## config.mk

```make
export PLATFORM = sky130hd
export DESIGN_NAME = secuenciador_alu
export DESIGN_NICKNAME = d
export VERILOG_FILES = /design/src/rtl/secuenciador_alu.sv
export SDC_FILE = /design/constraint.sdc
export NUM_CORES = 1
export LEC_CHECK = 0
export BUFFER_PORTS_ARGS = -buffer_cell sky130_fd_sc_hd__buf_4
export CORE_MARGIN = 2
export CORE_UTILIZATION = 50
export CTS_BUF_LIST = sky130_fd_sc_hd__clkbuf_16
export CTS_CLUSTER_SIZE = 25
export DETAILED_ROUTE_END_ITERATION = 10
export GPL_ROUTABILITY_DRIVEN = 0
export PLACE_DENSITY = 0.83
export SETUP_SLACK_MARGIN = 0.4
export SLEW_MARGIN = 20
export SYNTH_ARGS = -nofsm -noshare
export SYNTH_HDL_FRONTEND = slang
export SYNTH_SLANG_ARGS = --single-unit
```

## constraint.sdc

```tcl
create_clock -name clk -period 1.77 [get_ports clk]
set_input_delay 0.0885 -clock clk [delete_from_list [all_inputs] [get_ports clk]]
set_output_delay 0.0885 -clock clk [all_outputs]
set_load 0.02 [all_outputs]
```

## src/rtl/secuenciador_alu.sv

```systemverilog
// rtl/secuenciador_alu.sv - command sequencer driving an 8-bit ALU for 8/16-bit operations
module secuenciador_alu (
  input  logic        clk,
  input  logic        rst,
  input  logic        cmd_valid,
  output logic        cmd_ready,
  input  logic [2:0]  cmd_op,
  input  logic        cmd_ancho,
  input  logic [15:0] cmd_a,
  input  logic [15:0] cmd_b,
  output logic [7:0]  alu_a,
  output logic [7:0]  alu_b,
  output logic [2:0]  alu_op,
  output logic        alu_cin,
  input  logic [7:0]  alu_resultado,
  input  logic [3:0]  alu_banderas,
  output logic        res_valid,
  input  logic        res_ready,
  output logic [15:0] res_dato,
  output logic [3:0]  res_banderas,
  output logic        ocupado
);

  typedef enum logic [1:0] {IDLE, BAJO, ALTO, HECHO} estado_t;

  // Flag nibble bit positions
  localparam int FN = 3;
  localparam int FZ = 2;
  localparam int FC = 1;
  localparam int FV = 0;

  estado_t     estado_q, estado_d;
  logic [15:0] a_q, a_d;
  logic [15:0] b_q, b_d;
  logic [2:0]  op_q, op_d;
  logic        ancho_q, ancho_d;
  logic [7:0]  dato_bajo_q, dato_bajo_d;
  logic [3:0]  flags_bajo_q, flags_bajo_d;
  logic [15:0] res_dato_q, res_dato_d;
  logic [3:0]  res_banderas_q, res_banderas_d;

  logic es_aritmetica;
  assign es_aritmetica = (op_q == 3'b000) || (op_q == 3'b001);

  // Next-state, datapath capture and ALU drive; ALU inputs stay zero outside the two passes
  always_comb begin
    estado_d       = estado_q;
    a_d            = a_q;
    b_d            = b_q;
    op_d           = op_q;
    ancho_d        = ancho_q;
    dato_bajo_d    = dato_bajo_q;
    flags_bajo_d   = flags_bajo_q;
    res_dato_d     = res_dato_q;
    res_banderas_d = res_banderas_q;
    alu_a          = 8'h00;
    alu_b          = 8'h00;
    alu_op         = 3'b000;
    alu_cin        = 1'b0;
    cmd_ready      = 1'b0;
    res_valid      = 1'b0;
    ocupado        = 1'b1;

    case (estado_q)
      IDLE: begin
        cmd_ready = 1'b1;
        ocupado   = 1'b0;
        if (cmd_valid) begin
          a_d      = cmd_a;
          b_d      = cmd_b;
          op_d     = cmd_op;
          ancho_d  = cmd_ancho;
          estado_d = BAJO;
        end
      end
      BAJO: begin
        alu_a        = a_q[7:0];
        alu_b        = b_q[7:0];
        alu_op       = op_q;
        alu_cin      = (op_q == 3'b001);
        dato_bajo_d  = alu_resultado;
        flags_bajo_d = alu_banderas;
        if (ancho_q) begin
          estado_d = ALTO;
        end else begin
          res_dato_d     = {8'h00, alu_resultado};
          res_banderas_d = alu_banderas;
          estado_d       = HECHO;
        end
      end
      ALTO: begin
        alu_a      = a_q[15:8];
        alu_b      = b_q[15:8];
        alu_op     = op_q;
        alu_cin    = es_aritmetica & flags_bajo_q[FC];
        res_dato_d = {alu_resultado, dato_bajo_q};
        // Zero only when both bytes are zero; sign, carry and overflow belong to the top byte
        res_banderas_d[FN] = alu_banderas[FN];
        res_banderas_d[FZ] = alu_banderas[FZ] & flags_bajo_q[FZ];
        res_banderas_d[FC] = alu_banderas[FC];
        res_banderas_d[FV] = alu_banderas[FV];
        estado_d = HECHO;
      end
      HECHO: begin
        res_valid = 1'b1;
        if (res_ready) begin
          estado_d = IDLE;
        end
      end
      default: begin
        estado_d = IDLE;
      end
    endcase
  end

  // State and datapath registers; reset drops any in-flight command
  always_ff @(posedge clk) begin
    if (rst) begin
      estado_q       <= IDLE;
      a_q            <= 16'h0000;
      b_q            <= 16'h0000;
      op_q           <= 3'b000;
      ancho_q        <= 1'b0;
      dato_bajo_q    <= 8'h00;
      flags_bajo_q   <= 4'h0;
      res_dato_q     <= 16'h0000;
      res_banderas_q <= 4'h0;
    end else begin
      estado_q       <= estado_d;
      a_q            <= a_d;
      b_q            <= b_d;
      op_q           <= op_d;
      ancho_q        <= ancho_d;
      dato_bajo_q    <= dato_bajo_d;
      flags_bajo_q   <= flags_bajo_d;
      res_dato_q     <= res_dato_d;
      res_banderas_q <= res_banderas_d;
    end
  end

  assign res_dato     = res_dato_q;
  assign res_banderas = res_banderas_q;

endmodule
```

# After elaboration in Yosys (flattened, before gate mapping)
# Cells that the tools add are included.
# op_classes
n_reduce_logical	8
bitwise_logic	2
mux	15
n_eq_ne	7
# ops
cell	count
16-bit one-hot mux with 2 select lines	1
8-bit one-hot mux with 2 select lines	2
16-bit two-way mux	1
2-bit one-hot mux with 4 select lines	1
4-bit one-hot mux with 2 select lines	1
2-bit inequality test, second input constant	3
2-bit AND reduction	3
2-bit == test, second input constant	2
1-bit two-way mux	4
2-bit two-way mux	2
4-bit two-way mux	1
3-bit by 1-bit == test with 1-bit output, second input constant	1
3-bit zero test	1
3-bit two-way mux	1
1-bit AND	2
2-bit by 1-bit == test with 1-bit output, second input constant	1
2-bit zero test	1
1-bit one-hot mux with 2 select lines	1
2-bit nonzero test	1
2-bit OR reduction	1
1-bit logical OR	1
# word_totals
out_inout_bits	43
reg_bits	69
inputBits	52
elab_cells	41

# Depth between registers and ports, before layout
# Gate-level depths: netlist (run 1).
# depth
depth_word	4
mapped_depth	7
ltp_nobuf	5

# Worst setup path before layout (run 1)
# Ideal clock, no wire load.
# synth_timing
path_kind	register -> output
startpoint	register estado_q[1]
endpoint	output alu_cin
path_slack_ps	-44
t_required_ps	1681
n_path_buf	2
path_stages_with_launch	7
arrival_time_ps	1725
cell_sequence	dfxtp_1 inv_1 ha_1 buf_4 buf_4 a22oi_1 nor4b_1
# synth_between
elab_chain_cells	2
word_cells_on_any_way	3
classes_between	eq/ne: 2; mux: 1
# synth_rtl
item	line_no	text
from (decl)	32	estado_t estado_q, estado_d;
from (signal assigned)	129	estado_q <= estado_d;
2-bit == test / 2-bit by 1-bit == test with 1-bit output (equally long branches)	64	case (estado_q)
1-bit one-hot mux with 2 select lines (*)	64	
to (decl)	14	output logic alu_cin,
# Every way passes the cells marked *; elsewhere a longest branch is shown, timed or not.

# Worst setup path in the final report (run 1)
# Ends and elaborated chain as after synthesis.

==> results of run 1 <==
-- cells in the mapped netlist, drive strengths merged --
cell type   n  share of area (%)
buf        22                4.3
nand3      13                2.2
nor3        9                1.5
mux2i      18                6.2
or2         1               0.21
a21oi      49                8.4
inv         4               0.51
ha          5                2.1
nor2b      17                3.6
dfxtp      68                 46
and2        4               0.85
and2b       1               0.26
o21ai       3               0.51
o221ai      1               0.30
a22oi      17                4.4
a31oi       1               0.21
clkbuf      8                1.0
o211ai      8                2.1
nand2b      4               0.94
a21o        1               0.26
a311oi      1               0.30
nand2      74                9.6
nor2       10                1.3
a211oi      8                2.2
nor4b       1               0.30
-- layer usage --
layer	GRT usage [%]	routed length (um)
met1	41.5	4750
met2	51.8	6310
met3	5.96	1170
met4	21.4	803
met5	0	0
-- area by class of cell --
cell class	count	area, um^2	share of cell area (%)
tap	72	90.1	1.83
sequential	68	1370	27.8
clock buffer	9	225	4.58
timing repair buffer	135	1320	26.8
multi-input combinational	246	1830	37.2
inverter	4	25.0	0.509
clock inverter	7	60.1	1.22
-- flip-flops by register name (all words and copies together) (netlist names) --
register	flops
dato_bajo_q	8
estado_q	2
op_q	3
flags_bajo_q	2
a_q	16
b_q	16
ancho_q	1
res_banderas	4
res_dato	16
-- repair_timing --
item | CTS | global route
cloned | 5 | 2
setup endpoints to repair | 63 | 51
setup buffers | 17 | 10
gates resized for setup | 68 | 54
pin swaps | 10 | 22
-- worst max-delay path by stage --
| stage | start | end | slack (ps) |
|---|---|---|---|
| 3_5_place_dp | estado_q[1] | res_dato[4] | 40 |
| 6_report | estado_q[1] | alu_cin | 20 |
| 4_1_cts | estado_q[1] | alu_a[5] | 110 |
| 2_1_floorplan | estado_q[0] | res_dato[15] | 370 |
| 3_3_place_gp | estado_q[1] | res_banderas[2] | 140 |
| 5_1_grt | estado_q[1] | alu_cin | -0.5 |
-- through the flow --
step           hold WS, ps  total power, mW  instance area, um^2  TNS (ps)  std cells
6_report              5.44             9.00                 4920         0        541
3_3_place_gp           335             4.80                 3740         0        491
2_1_floorplan          224             4.12                 3040         0        348
4_1_cts               6.39             7.79                 4550         0        529
3_5_place_dp           345             4.90                 3740         0        491
5_1_grt               9.72             9.20                 4920    -0.457        541
-- critical path, cell delays in order, from the launching register on --
cell	delay [ps]
dfxtp_4	370
inv_6	80
ha_4	210
buf_8	150
a22oi_2	100
nor4b_4	230
buf_4	180
-- power groups by stage --
stage                     clock, mW  sequential [mW]  combinational [mW]
final                          1.76             2.23                5.02
after CTS                      1.71             2.16                3.92
after global routing           1.81             2.25                5.14
after floorplan                   0             2.21                1.91
after detailed placement          0             2.13                2.77
after global placement            0             2.11                2.69
-- cell families (layout without fill, tap and decap cells) --
| group | Yosys count | count (layout) | share of synthesized area (%) |
|---|---|---|---|
| AND/OR/NAND/NOR | 134 | 134 | 20.8 |
| AO/OA/AOI/OAI | 89 | 89 | 18.6 |
| flip-flops | 68 | 68 | 46.5 |
| buffers and inverters | 34 | 155 | 5.81 |
| multiplexers | 18 | 18 | 6.15 |
| adder cells (fa/ha/maj) | 5 | 5 | 2.14 |
==> results.md, run 1 <==
* Critical Path AT at 1660 ps
* Mapped Cells at 348
* Clock Sinks at 68
* Ports at 95
* Max Clk Rate at 571 MHz
* Total track usage at 33.0%
* Pre-CTS setup slack at 39.0 ps
* Internal power at 5.39 mW
* Initial antenna violation count at 0
* DP HPWL at 5030 um
* Initial Util at 52.5%
* Clock skew at 7.61 ps
* Max-slew violation count at 0
* P per Cell Area at 1830 mW/mm^2
* Final period util at 98.9%
* Clock network power share at 19.5%
* DIE HEIGHT at 80.5 um
* Final core utilization at 88.3%
* Seq/Total Area, Yosys at 46.5%
* Core area at 0.00557 mm^2
* Syn nets at 405
* Clock root cell: clkbuf_16
* Initial DRC count at 307
* Core Rows at 27
* Vias in the first global route at 3,091
* Filler cells at 222
* First-pass GRT wire length at 15,900 um
* Reg2Reg Depth at 8
* Skew-Pair Late Insertion Delay at 330 ps
* Hold buffers post-CTS at 0
* RSZ-0062 raised after global routing: true
* Distinct cells, synth at 30
* Grt ovf at 0
* DRT Pass-1 Iters at 7
* R2R Path End: res_dato[3]
* Critical hold path startpoint: cmd_a[12]
* Area delta synth->final at 68.0%
* Critical Path Fanout Max at 5
* Die ar. at 0.00648 mm^2
* Max Cap Viol at 0
* Antenna cells at 0
* Worst-margin pin slew at 806 ps
* Cell Area, Synth at 0.00293 mm^2
* Critical R2R Launch: estado_q[1]
* WL/cell at 24.1 um
* R2R setup slack at 60 ps
* Final ANT Viol Nets at 0
* Min-delay worst type: input pin to flop
* Worst setup SP type: flop
* Vias post-DR at 3,501
* Commonest cells after routing, fill and taps aside: 92 x buf_4, 73 x nand2_1, 66 x dfxtp_1
* Yosys warns at 0
* Cell count of the worst hold path at 3
* Nets at 521
* Layout cell share with drive strength beyond 1 at 50.5%
* H-Tree Depth at 3
* Comb pwr share at 55.7%
* Sw frac at 40.1%
* Crit path kind: flop to output pin
* Residual DRC count at 0
* Mapped Avg Cell Area at 8.41 um^2
* Clock-pin slew on the worst setup and hold paths at 60 ps
* CTS tree: done
* IO buf count at 94
* Final setup vio count at 0
* Flops & latches, synth at 68
* Psw at 3.61 mW
* Status: completed
* Final Hold Vio Count at 0
* Total Routed Length at 13,000 um
* Largest net degree at the start of global routing at 69
* WHS Endpoint: a_q[12]
* VDD IR max at 1.19 mV
* Die W at 80.5 um
* Vias per Instance at 6.47
* Worst setup margin at 19.2 ps
* Crit. End Element: output pin
* Commonest non-fill, non-tap cell in the layout: buf_4
* Longest Clk Path Bufs at 2
* TritonCTS buffer count at 9
* Tmin final at 1750 ps
* Req. time, crit path at 1680 ps
* Sequential Power Share at 24.8%
* Max-slew headroom at 46.3%
* Pleak at 1.92 nW
(Power assumes the default switching activity.)
==> run 2, diff against run 1 <==
CORE_MARGIN = default   (was 2)
clock period = 1.66 ns   (was 1.77 ns; I/O delays follow)
==> results.md, run 2 <==
* Status: did not finish (was completed)
* Last stage reached: global routing
* Error: [ERROR DPL-0038] Utilization greater than 100%, impossible to legalize
* Mapped Cells at 348 (unchanged)
* Seq/Total Area, Yosys at 46.5% (unchanged)
* Clock root cell: clkbuf_16 (unchanged)
* Ys flop type: dfxtp_1 (unchanged)
* H-Tree Depth at 3 (unchanged)
* Synthesized-area fraction occupied by adder cells at 2.14% (unchanged)
* Synth Area in Compound Gates at 18.6% (unchanged)
* EDFF count, synth at 0 (unchanged)
* Mapped Avg Cell Area at 8.41 um^2 (unchanged)
* Distinct cells, synth at 30 (unchanged)
* XOR/XNOR Fraction of Synth Area at 0% (unchanged)
* Die W at 78.5 um (was 80.5 um)
* Top cells by count, synth: 73 x nand2_1, 68 x dfxtp_1, 49 x a21oi_1 (unchanged)
* Ys async rst share at 0% (unchanged)
* Largest net degree at the start of global routing at 69
* Initial Util at 52.5% (unchanged)
* Yosys warns at 0 (unchanged)
* Core Rows at 27 (unchanged)
* Worst_ep grt: alu_b[7]
* Cell Area, Synth at 0.00293 mm^2 (unchanged)
* Simple-gate share of the synthesized area at 20.8% (unchanged)
* DP HPWL at 5180 um (was 5030 um)
* Syn nets at 405 (unchanged)
* Hold buffers post-CTS at 0 (unchanged)
* Post-synth top area share at 46.5% (unchanged)
* IO buf count at 94 (unchanged)
* TritonCTS buffer count at 9 (unchanged)
* Clock Sinks at 68 (unchanged)
* Worst endpoint type: output port
* Ports at 95 (unchanged)
* Flops & latches, synth at 68 (unchanged)
* Pre-CTS setup slack at 154 ps (was 39.0 ps)
* DIE HEIGHT at 78.5 um (was 80.5 um)
* Top post-synthesis cells by area: dfxtp_1 46%, nand2_1 9.4%, a21oi_1 8.4% (unchanged)
* Largest family of logic cells by synthesized area: simple AND/OR/NAND/NOR gates (unchanged)
* Synth area leader: dfxtp_1 (unchanged)
* Longest Clk Path Bufs at 2 (unchanged)
* Most common cell in the netlist: nand2_1 (unchanged)
* Multiplexer share of the synthesized area at 6.15% (unchanged)
* Dpl cell area at 0.00382 mm^2 (was 0.00374 mm^2)
[run 2: cell families after synthesis]
| kind of cell | count (synthesis) |
|---|---|
| simple gates | 134 |
| compound gates | 89 |
| flops | 68 |
| buf+inv | 34 |
| mux | 18 |
| fa+ha+maj | 5 |
[run 2: timing repair]
item | CTS
pin swaps | 11
buffers inserted | 18
gates cloned | 8
resized for setup | 62
endpoints found under the setup margin | 83
[run 2: per-stage QoR]
stage / utilization, % / std cells / hold WS (ps)
after detailed placement: 68.5 / 493 / 339
after floorplan: - / 348 / 219
after CTS: 83.7 / 535 / 3.22
after global placement: 68.5 / 493 / 333
==> run 3, diff against run 2 <==
CORE_UTILIZATION = 40   (was 50)
CTS_BUF_LIST = default   (was sky130_fd_sc_hd__clkbuf_16)
CTS_CLUSTER_SIZE = default   (was 25)
PLACE_DENSITY = default   (was 0.83)
PLACE_DENSITY_LB_ADDON = 0.15   (was default)
SETUP_SLACK_MARGIN = default   (was 0.4)
==> results.md, run 3 (synthesis results as in run 1) <==
* Worst setup SP type: flop
* Crit. End Element: output pin
* Min-delay worst type: input pin to flop
* Initial DRC count at 144
* Area delta synth->final at 60.1%
* DIE HEIGHT at 87.6 um (was 78.5 um)
* Crit-path max cell delay at 370 ps
* Core Rows at 30 (was 27)
* WL/cell at 14.5 um
* P per Cell Area at 1630 mW/mm^2
* Vias per Instance at 5.04
* Ports at 95 (unchanged)
* DRT Pass-1 Iters at 4
* Die ar. at 0.00767 mm^2
* RSZ-0062 raised after global routing: true
* Nets at 544
* Critical Path Fanout Max at 15
* Commonest cells after routing, fill and taps aside: 103 x buf_4, 73 x nand2_1, 66 x dfxtp_1
* Worst setup margin at -14.3 ps
* Vias post-DR at 2,964
* First-pass GRT wire length at 13,500 um
* Layout cell share with drive strength beyond 1 at 33.3%
* Max Clk Rate at 597 MHz
* Pwr Total at 7.63 mW
* Grt ovf at 0
* CTS tree: done
* Clock skew at 7.98 ps
* Critical Path, Cell by Cell: buf_6 -> ha_4 -> buf_12 -> a22oi_1 -> nor2b_1 -> buf_4
* H-Tree Depth at 3 (unchanged)
* Final ANT Viol Nets at 0
* Initial antenna violation count at 0
* Tmin final at 1670 ps
* VDD IR max at 0.890 mV
* Violated checks: negative setup slack
* Pleak at 1.86 nW
* Final setup vio count at 3
* Skew-Pair Late Insertion Delay at 340 ps
* Final core utilization at 67.5%
* Final period util at 101%
* Total Routed Length at 8540 um
* Max-slew violation count at 0
* Req. time, crit path at 1580 ps
* Clock Sinks at 68 (unchanged)
* Largest net degree at the start of global routing at 69
* Worst-margin pin slew at 730 ps
* Crit path kind: flop to output pin
* Clock root cell: clkbuf_8 (was clkbuf_16)
* Commonest non-fill, non-tap cell in the layout: buf_4
* Residual DRC count at 0
* Final Hold Vio Count at 0
* TritonCTS buffer count at 9 (unchanged)
* CP max stage cell: dfxtp_4
* Status: finished, violations left (was did not finish)
* Critical Path AT at 1590 ps
* Max Cap Viol at 0
* Vias in the first global route at 2,861
* Total track usage at 23.2%
* DP HPWL at 4820 um (was 5180 um)
* Initial Util at 42.2% (was 52.5%)
* Max-slew headroom at 51.4%
* Core area at 0.00694 mm^2
* Clock-pin slew on the worst setup and hold paths at 70 ps
* Longest Clk Path Bufs at 2 (unchanged)
* IO buf count at 94 (unchanged)
* Die W at 87.6 um (was 78.5 um)
* Antenna cells at 0
[run 3: final timing paths]
path	startpoint	end	slack [ps]	cells past startpoint
max	estado_q[1]	alu_b[7]	-10	6
min	cmd_b[4]	b_q[4]	10	3
max reg2reg	estado_q[1]	res_dato[1]	50	6
min reg2reg	b_q[15]	b_q[15]	450	2
[run 3: final cells by class]
cell class,instances,area (um^2)
Fill cell,580,2260
Clock inverter,6,111
Multi-Input combinational cell,246,1520
Timing Repair Buffer,158,1410
Tap cell,96,120
Sequential cell,68,1370
Clock buffer,10,138
Inverter,4,20.0
[run 3: stage by stage]
stage	std cells	area, um^2	hold WS, ps	TNS, ps	setup WS (ps)
after global placement	519	3710	332	-57.8	-44.0
after CTS	588	4640	0.571	-241	-60.9
final	588	4690	10.3	-29.3	-14.3
after detailed placement	519	3710	340	-1790	-138
after floorplan	348	2930	219	0	114
after global routing	588	4690	3.30	-662	-100
[run 3: metal layers]
layer	global-route usage [%]	share of wire, %
met3	6.41	4.6
met5	0	0
met1	27.8	44
met2	40.8	51
met4	6.11	0.90
[run 3: where the power goes]
group	internal [mW]	switching, mW
registers	2.02	0.245
logic	1.76	1.93
clock network	1.04	0.635
total	4.82	2.81
[run 3: critical path: cells and delay by family (launching register included)]
kind	cells	cell delay [ps]
buffers and inverters	3	450
AND/OR/NAND/NOR	1	160
flip-flops	1	370
AO/OA/AOI/OAI	1	80
adder cells (fa/ha/maj)	1	190
[run 3: timing repair]
action,in CTS,in global routing
endpoints found under the hold margin,42,0
cloned,2,0
gates resized for setup,34,14
buffers inserted,9,0
pin swaps,3,3
hold buffers,42,0
endpoints found under the setup margin,41,32
